$ cat src/rtl/program_loader_pkg.sv
// Shared types and constants for the instruction-memory program loader.
package loader_pkg;

  localparam int unsigned BYTES_PER_WORD = 4;
  localparam int unsigned BYTE_W         = 8;
  localparam int unsigned WORD_W         = BYTES_PER_WORD * BYTE_W;
  localparam int unsigned IDX_W          = $clog2(BYTES_PER_WORD);

  typedef enum logic [1:0] {
    LD_IDLE,
    LD_COLLECT,
    LD_WRITE,
    LD_DONE
  } ld_state_e;

endpackage

$ cat src/rtl/program_loader_if.sv
// Host byte stream, control/status and instruction-memory write port of the loader.
interface program_loader_if #(
  parameter int unsigned ADDR_W = 5
);
  import loader_pkg::*;

  logic              start;
  logic              abort;
  logic              byte_valid;
  logic [BYTE_W-1:0] byte_data;
  logic              byte_ready;
  logic              write_ins;
  logic [ADDR_W-1:0] ins_address;
  logic [WORD_W-1:0] ins;
  logic              busy;
  logic              done;
  logic [BYTE_W-1:0] checksum;

  modport master (
    output start, abort, byte_valid, byte_data,
    input  byte_ready, write_ins, ins_address, ins, busy, done, checksum
  );

  modport slave (
    input  start, abort, byte_valid, byte_data,
    output byte_ready, write_ins, ins_address, ins, busy, done, checksum
  );

endinterface

$ cat src/rtl/word_packer.sv
// Little-endian byte-to-word assembly with a running XOR checksum of accepted bytes.
module word_packer
  import loader_pkg::*;
(
  input  logic              clk,
  input  logic              rst,
  input  logic              clear,
  input  logic              accept,
  input  logic [BYTE_W-1:0] byte_data,
  output logic [WORD_W-1:0] word,
  output logic              word_full,
  output logic [BYTE_W-1:0] checksum
);

  logic [IDX_W-1:0]  idx;
  logic [WORD_W-1:0] asm_q;

  // Assembly register with the incoming byte merged at the current lane.
  always_comb begin
    word = asm_q;
    for (int unsigned i = 0; i < BYTES_PER_WORD; i++) begin
      if (idx == IDX_W'(i)) word[i*BYTE_W +: BYTE_W] = byte_data;
    end
  end

  assign word_full = accept && (idx == IDX_W'(BYTES_PER_WORD - 1));

  always_ff @(posedge clk or posedge rst) begin
    if (rst) begin
      idx      <= '0;
      asm_q    <= '0;
      checksum <= '0;
    end else if (clear) begin
      idx      <= '0;
      asm_q    <= '0;
      checksum <= '0;
    end else if (accept) begin
      idx      <= idx + IDX_W'(1);
      asm_q    <= word;
      checksum <= checksum ^ byte_data;
    end
  end

endmodule

$ cat src/rtl/program_loader.sv
// Packs a host byte stream into 32-bit words and writes them to instruction memory from word 0.
module program_loader
  import loader_pkg::*;
#(
  parameter int unsigned NUM_WORDS = 32,
  parameter int unsigned ADDR_W    = 5
) (
  input logic              clk,
  input logic              rst,
  program_loader_if.slave  bus
);

  localparam logic [ADDR_W-1:0] LAST_ADDR = ADDR_W'(NUM_WORDS - 1);

  ld_state_e         state;
  logic [ADDR_W-1:0] addr;
  logic [WORD_W-1:0] ins_q;
  logic [WORD_W-1:0] word;
  logic              word_full;
  logic [BYTE_W-1:0] checksum;
  logic              clear;
  logic              accept;

  // Abort wins over start and over a byte that would complete a word.
  assign clear  = bus.start && !bus.abort && (state == LD_IDLE || state == LD_DONE);
  assign accept = bus.byte_valid && !bus.abort && (state == LD_COLLECT);

  word_packer u_packer (
    .clk       (clk),
    .rst       (rst),
    .clear     (clear),
    .accept    (accept),
    .byte_data (bus.byte_data),
    .word      (word),
    .word_full (word_full),
    .checksum  (checksum)
  );

  always_ff @(posedge clk or posedge rst) begin
    if (rst) begin
      state <= LD_IDLE;
      addr  <= '0;
      ins_q <= '0;
    end else if (bus.abort) begin
      state <= LD_IDLE;
      addr  <= '0;
    end else begin
      case (state)
        LD_IDLE, LD_DONE: begin
          if (bus.start) begin
            state <= LD_COLLECT;
            addr  <= '0;
          end
        end
        LD_COLLECT: begin
          if (word_full) begin
            state <= LD_WRITE;
            ins_q <= word;
          end
        end
        LD_WRITE: begin
          if (addr == LAST_ADDR) begin
            state <= LD_DONE;
          end else begin
            state <= LD_COLLECT;
            addr  <= addr + ADDR_W'(1);
          end
        end
        default: state <= LD_IDLE;
      endcase
    end
  end

  // Status and write port decode straight from the state register.
  assign bus.byte_ready  = (state == LD_COLLECT);
  assign bus.write_ins   = (state == LD_WRITE);
  assign bus.busy        = (state == LD_COLLECT) || (state == LD_WRITE);
  assign bus.done        = (state == LD_DONE);
  assign bus.ins_address = addr;
  assign bus.ins         = ins_q;
  assign bus.checksum    = checksum;

endmodule

$ cat src/flat_wrapper.sv
// flat-port wrapper written by rule: the top's interface ports become plain ports
module program_loader_flat import loader_pkg::*;
#(
  parameter int unsigned NUM_WORDS = 32,
  parameter int unsigned ADDR_W    = 5
)
  (clk, rst, bus_start, bus_abort, bus_byte_valid, bus_byte_data, bus_byte_ready, bus_write_ins, bus_ins_address, bus_ins, bus_busy, bus_done, bus_checksum);
  program_loader_if #(.ADDR_W(ADDR_W)) bus_i ();
  input logic clk;
  input logic rst;
  input wire logic [$bits(bus_i.start)-1:0] bus_start;
  input wire logic [$bits(bus_i.abort)-1:0] bus_abort;
  input wire logic [$bits(bus_i.byte_valid)-1:0] bus_byte_valid;
  input wire logic [$bits(bus_i.byte_data)-1:0] bus_byte_data;
  output wire logic [$bits(bus_i.byte_ready)-1:0] bus_byte_ready;
  output wire logic [$bits(bus_i.write_ins)-1:0] bus_write_ins;
  output wire logic [$bits(bus_i.ins_address)-1:0] bus_ins_address;
  output wire logic [$bits(bus_i.ins)-1:0] bus_ins;
  output wire logic [$bits(bus_i.busy)-1:0] bus_busy;
  output wire logic [$bits(bus_i.done)-1:0] bus_done;
  output wire logic [$bits(bus_i.checksum)-1:0] bus_checksum;
  assign bus_i.start = bus_start;
  assign bus_i.abort = bus_abort;
  assign bus_i.byte_valid = bus_byte_valid;
  assign bus_i.byte_data = bus_byte_data;
  assign bus_byte_ready = bus_i.byte_ready;
  assign bus_write_ins = bus_i.write_ins;
  assign bus_ins_address = bus_i.ins_address;
  assign bus_ins = bus_i.ins;
  assign bus_busy = bus_i.busy;
  assign bus_done = bus_i.done;
  assign bus_checksum = bus_i.checksum;
  program_loader #(.NUM_WORDS(NUM_WORDS), .ADDR_W(ADDR_W)) u_core (.clk(clk), .rst(rst), .bus(bus_i));
endmodule
$ cat config.mk
export PLATFORM = sky130hd
export DESIGN_NAME = program_loader_flat
export DESIGN_NICKNAME = d
export VERILOG_FILES = /design/src/rtl/program_loader_pkg.sv /design/src/rtl/program_loader_if.sv /design/src/rtl/word_packer.sv /design/src/rtl/program_loader.sv /design/src/flat_wrapper.sv
export SDC_FILE = /design/constraint.sdc
export NUM_CORES = 1
export LEC_CHECK = 0
export ABC_AREA = 1
export ABC_CLOCK_PERIOD_IN_PS = 3300
export CORE_MARGIN = 2
export CORE_UTILIZATION = 58
export DETAILED_ROUTE_END_ITERATION = 10
export GPL_TIMING_DRIVEN = 1
export PLACE_DENSITY = 0.85
export SLEW_MARGIN = 0
export SYNTH_ARGS = -nofsm -noshare
export SYNTH_HDL_FRONTEND = slang
export SYNTH_HIERARCHICAL = 1
export SYNTH_SLANG_ARGS = --single-unit
export TNS_END_PERCENT = 100
$ cat constraint.sdc
create_clock -name clk -period 3.3 [get_ports clk]
set_input_delay 0.33 -clock clk [delete_from_list [all_inputs] [get_ports clk]]
set_output_delay 0.33 -clock clk [all_outputs]
set_load 0.01 [all_outputs]
# ---- Word level (Yosys, flattened, before mapping)
# Index checks and enable logic that the tools add are counted.
dict set report classes {
  add_sub_neg 2
  n_eq_ne 10
  muxes 19
  bitwise 2
  n_reduce_logical 16
}
# cell count
set ops {}
lappend ops {{2-to-1 mux 32 bit} 2}
lappend ops {{2-to-1 mux 8 bit} 6}
lappend ops {{2-to-1 mux 5 bit} 3}
lappend ops {{2-to-1 mux 2 bit} 6}
lappend ops {{case mux 5 bit (2 select lines)} 1}
lappend ops {{equality test 2 bit (second input constant)} 4}
lappend ops {{XOR 8 bit} 1}
lappend ops {{!= test 3 bit (second input constant)} 2}
lappend ops {{case mux 2 bit (3 select lines)} 1}
lappend ops {{AND reduction 3 bit} 2}
lappend ops {{adder 5 x 1 -> 5 bit (second input constant)} 1}
lappend ops {{equality test 5 bit (second input constant)} 1}
lappend ops {{logical AND 1 bit} 5}
lappend ops {{equality test 2 x 1 -> 1 bit (second input constant)} 2}
lappend ops {{logical NOT 2 bit} 2}
lappend ops {{!= test 3 x 2 -> 1 bit (second input constant)} 1}
lappend ops {{nonzero test 3 bit} 1}
lappend ops {{adder 2 x 1 -> 2 bit (second input constant)} 1}
lappend ops {{logical OR 1 bit} 2}
lappend ops {{AND reduction 2 bit} 1}
lappend ops {{nonzero test 2 bit} 1}
lappend ops {{OR reduction 2 bit} 1}
lappend ops {{logical NOT 1 bit} 1}
lappend ops {{inverter 1 bit} 1}
dict set report word_totals {
  register_bits 81
  out_inout_bits 49
}

# ---- Depth between registers and ports, before layout
dict set report logic_depth {
  depth_word 7
  ltp_mapped 13
  depth_no_buf 11
}

# ---- Modules after synthesis
# Netlist, hierarchy kept.
# mod n_inst cells_each area_per_inst_um2 seq_area_each_um2
set modules_own_cells {}
lappend modules_own_cells {word_packer 1 300 2159.6 1051.0}
lappend modules_own_cells {program_loader 1 203 1916.8 975.9}

# ---- Worst setup path before layout
# No wires, ideal clock.
dict set report synth_path {
  kind {reg-to-reg}
  startpoint {reg u_core.state[0]}
  endpoint {reg u_core.u_packer.asm_q[0]}
  setup_time_ns 0.116
  t_arrival_ns 1.921
  path_slack_ns 1.263
  path_stages_with_launch 9
  path_buffers 1
  synth_period_minus_slack_ns 2.037
  cell_sequence {dfrtp_1 inv_1 ha_1 inv_1 nor3_1 nor2_4 buf_6 nand2_1 nand2_1}
}
dict set report synth_via {
  elab_chain_len 4
  elab_cells_between_ends 8
}
# element line_no
set synth_lines {}
lappend synth_lines {{start: declaration} program_loader.sv:15} ;# ld_state_e state;
lappend synth_lines {{start signal: assignment} program_loader.sv:41} ;# state <= LD_IDLE;
lappend synth_lines {{start signal: assignment} program_loader.sv:45} ;# state <= LD_IDLE;
lappend synth_lines {{start signal: assignment} program_loader.sv:51} ;# state <= LD_COLLECT;
lappend synth_lines {{equality test 2 bit or logical NOT 2 bit (tied branches)} program_loader.sv:25} ;# assign clear = bus.start && !bus.abort && (state == LD_IDLE || state == LD_DONE);
lappend synth_lines {{logical OR 1 bit *} program_loader.sv:25}
lappend synth_lines {{logical AND 1 bit *} program_loader.sv:25}
lappend synth_lines {{net u_core.clear} program_loader.sv:21} ;# logic clear;
lappend synth_lines {{2-to-1 mux 32 bit or nonzero test 2 bit (tied branches)} -}
lappend synth_lines {{end signal: assignment} word_packer.sv:39} ;# asm_q <= word;
lappend synth_lines {{end: declaration} word_packer.sv:16} ;# logic [WORD_W-1:0] asm_q;
# The timed path passes the listed nets; every way through them passes the cells marked *.
# A chain may end at the register's enable or synchronous reset.

# ---- Worst setup path after layout
dict set report layout_path {
  startpoint {reg u_core.state[1]}
  endpoint {reg u_core.ins_q[19], in the netlist u_core/bus.ins[19]}
}
dict set report layout_via {
  elab_chain_len 4
}
# element line_no
set layout_lines {}
lappend layout_lines {{equality test 2 x 1 -> 1 bit} program_loader.sv:26} ;# assign accept = bus.byte_valid && !bus.abort && (state == LD_COLLECT);
lappend layout_lines {{logical AND 1 bit} program_loader.sv:26}
lappend layout_lines {{net u_core.accept} program_loader.sv:22} ;# logic accept;
lappend layout_lines {{logical AND 1 bit} word_packer.sv:26} ;# assign word_full = accept && (idx == IDX_W'(BYTES_PER_WORD - 1));
lappend layout_lines {{net u_core.word_full} program_loader.sv:19} ;# logic word_full;
lappend layout_lines {{AND reduction 3 bit (no line)} -}
lappend layout_lines {{end signal: assignment} program_loader.sv:58} ;# ins_q <= word;
lappend layout_lines {{end: declaration} program_loader.sv:17} ;# logic [WORD_W-1:0] ins_q;
# The timed path passes the listed nets, and every way through them passes these cells.

==> impl_metrics.tcl <==
set metrics [dict create \
    fillers 506 \
    yosysSeqAreaShare 0.4972 \
    die_w_um 87.84 \
    async_reset_ff_frac 1.000 \
    synthAdderAreaFrac 0.03069 \
    p_leak_nw 2.522 \
    rows 30 \
    nets 586 \
    synth_cell_types 21 \
    synth_compound_gate_area_share 0.08932 \
    clkTransAtPathRegs_ns 0.08 \
    r2r-start "u_core/state[1]$_DFFE_PP0P_" \
    max_freq_mhz 444.5 \
    die_y_um 87.84 \
    insertion_delay_ns 0.35 \
    drcViolationCount 0 \
    outcome "finished, final reports clean" \
    drt-total-wl_mm 9.234 \
    synth_warnings 6 \
    cts_setup_buffers 0 \
    grt_usage 0.2570 \
    coreArea_um2 6794 \
    stdcell_area_um2 4891 \
    whs_ns 0.3458 \
    power.density_nw_per_um2 626.0 \
    end_kind "flop" \
    crit_path_start "u_core/state[1]$_DFFE_PP0P_" \
    wire_per_inst_um 13.91 \
    portBuffers 61 \
    drt_pass1_iterations 5 \
    clock-sinks 81 \
    synthTopCellsByArea "dfrtp_1 (50%), nand2_1 (23%), o21ai_2 (7.1%), inv_1 (4.5%), buf_6 (3.6%)" \
    drt_iter0_markers 328 \
    syn_inst 503 \
    tns_ns 0 \
    placed_area_um2 4681 \
    p_comb_frac 0.334 \
    hold_viol_final 0 \
    routabilityCongestion 0.8158 \
    synth_common_cells "nand2_1 (254), dfrtp_1 (81), inv_1 (49)" \
    power_w 0.003062 \
    switchingPower_w 0.001131 \
    synthFlopType "dfrtp_1" \
    crit_path_end "u_core/bus.ins[19]$_DFFE_PP0P_" \
    relSlewSlack 0.4219 \
    critPathArrivalTime_ns 2.49 \
    initial_utilization 0.6000 \
    clockBufferDepth 2 \
    syn_nets 526 \
    worst_pin_slew_ns 0.8662 \
    synth_top_family_by_area "simple AND/OR/NAND/NOR gates" \
    die-area_um2 7715 \
    io_pins 62 \
    route.vias.total 3411 \
    cts-buffers-inserted 9 \
    synth_top_cell_by_area "dfrtp_1" \
    worstSetupPathType "reg2reg" \
    fin_skew_ns 0.007512 \
    hp-class "in2async" \
    switching_share 0.3695 \
    synthMuxAreaShare 0 \
    fin_crit_ns 2.250 \
    grt_pass1_vias 3355 \
    r2r_slack_ns 1.05 \
    synth_edf_count 0 \
    synthSimpleGateAreaFrac 0.2876 \
    critPathLaunchType "flop" \
    ir_worst_vdd_uv 310.2 \
    via_per_inst 5.137 \
    drtAntennaViolNets 0 \
    grt-ovfl-total 0 \
    cts_hold_buffers 0 \
    p_int_w 0.001930 \
    netlist.area_leader.share 0.4972 \
    grt_max_degree 41 \
    cts_root_buf "clkbuf_8" \
    htreeDepth 3 \
    antenna_found_initial 0 \
    slew_violations 0 \
    maxCapViolations 0 \
    yosysMostFrequentCell "nand2_1" \
    synth_area_um2 4076 \
    syn_to_final_growth_pct 19.98 \
    cts_resized 0 \
    drive_above_1_share 0.1197 \
    setup-violations-final 0 \
    fin_crit_sh 0.6818 \
    grt_first_pass_wirelength_mm 15.05 \
    r2r_end "u_core/bus.ins[19]$_DFFE_PP0P_" \
    postSynthAreaPerCell_um2 8.104 \
    rsz0062_at_grt "false" \
    cts_tree "done" \
    reg2reg_depth 10 \
    power_frac_seq 0.411 \
    hpwl_mm 6.254 \
    cp.required_ns 3.54 \
    cp_max_fo 40 \
    diodes 0 \
    synth_xor_area_frac 0 \
    pwr-share-clk 0.255 \
    synth_seq_cells 81 \
]
state kept, by name, summed over array words and instances, names as in the netlist:
signal	cells
u_core/bus.ins	32
u_core/u_packer/asm_q	32
u_core/u_packer/checksum	8
u_core/bus.ins_address	5
u_core/state	2
u_core/u_packer/idx	2
placed cells by master, fill, tap and decap left out:
cell type	count
nand2_1	254
dfrtp_1	81
clkdlybuf4s50_1	61
inv_1	49
o21ai_2	33
nor2_1	14
nand3_1	11
ha_1	10
clkbuf_8	9
a21oi_1	8
inv_2	7
buf_4	6
o21ai_1	5
clkinv_2	3
bufinv_16	2
nand3_4	2
nand3_2	2
o21ai_0	2
nand4_1	2
clkinvlp_4	1
clkbuf_1	1
inv_4	1
nand3b_1	1
nor3_1	1
nor2_8	1
nor2_4	1
power by group through the flow:
stage | logic [W] | registers (W) | clock network, W
after detailed placement | 0.00101 | 0.00127 | 0
final | 0.00102 | 0.00126 | 0.000782
after global routing | 0.00114 | 0.00128 | 0.000830
after floorplan | 0.000681 | 0.00127 | 0
after CTS | 0.00101 | 0.00126 | 0.000793
after global placement | 0.000964 | 0.00126 | 0
metrics by stage:
| step | util | worst slack, ns | cells |
|---|---|---|---|
| 6_report | 0.7199 | 1.050 | 664 |
| 5_1_grt | 0.7199 | 0.8636 | 664 |
| 4_1_cts | 0.7199 | 1.036 | 664 |
| 3_5_place_dp | 0.6890 | 0.8517 | 648 |
| 3_3_place_gp | 0.6890 | 0.9283 | 648 |
| 2_1_floorplan | - | 1.263 | 503 |
worst max-delay path, stage by stage (launching register included):
cell and delay, ns:
dfrtp_1 0.41, inv_1 0.12, ha_1 0.28, nand2_1 0.10, nor2_1 0.13, nand2_1 0.07, inv_1 0.12, nand3_4 0.29
buf_4 0.40, nand2_1 0.14, o21ai_2 0.05
cells by family (layout without fill, tap and decap cells):
group           count (synthesis)  after routing
buf+inv                        75            140
fa+ha+maj                      10             10
compound gates                 48             48
simple gates                  289            289
flops                          81             81
layout make-up:
type,instances,area (um2),area share
clock buffer,10,127.6,0.02609
clock inverter,6,82.58,0.01688
inverter,57,216.5,0.04426
multi-input combinational,347,1662,0.3397
sequential,81,2027,0.4144
tap,96,120.1,0.02456
timing repair buffer,67,655.6,0.1340
routing by layer:
layer,GRT usage,wire length [um]
met4,0.1133,220
met5,0,0
met3,0.04147,622
met2,0.4518,4660
met1,0.3114,3731
how the worst min path moves through the flow:
| stage | start | endpoint | slack [ns] | cells after the start |
|---|---|---|---|---|
| after floorplan | u_core/u_packer/asm_q[0]$_DFFE_PP0P_ | u_core/u_packer/asm_q[0]$_DFFE_PP0P_ | 0.45 | 2 |
| after global placement | u_core/u_packer/asm_q[11]$_DFFE_PP0P_ | u_core/u_packer/asm_q[11]$_DFFE_PP0P_ | 0.46 | 2 |
| after detailed placement | u_core/u_packer/asm_q[26]$_DFFE_PP0P_ | u_core/u_packer/asm_q[26]$_DFFE_PP0P_ | 0.47 | 2 |
| after CTS | rst | u_core/u_packer/asm_q[19]$_DFFE_PP0P_ | 0.35 | 2 |
| after global routing | rst | u_core/u_packer/asm_q[18]$_DFFE_PP0P_ | 0.39 | 2 |
| final | rst | u_core/u_packer/asm_q[20]$_DFFE_PP0P_ | 0.35 | 2 |
(Power assumes the default switching activity.)
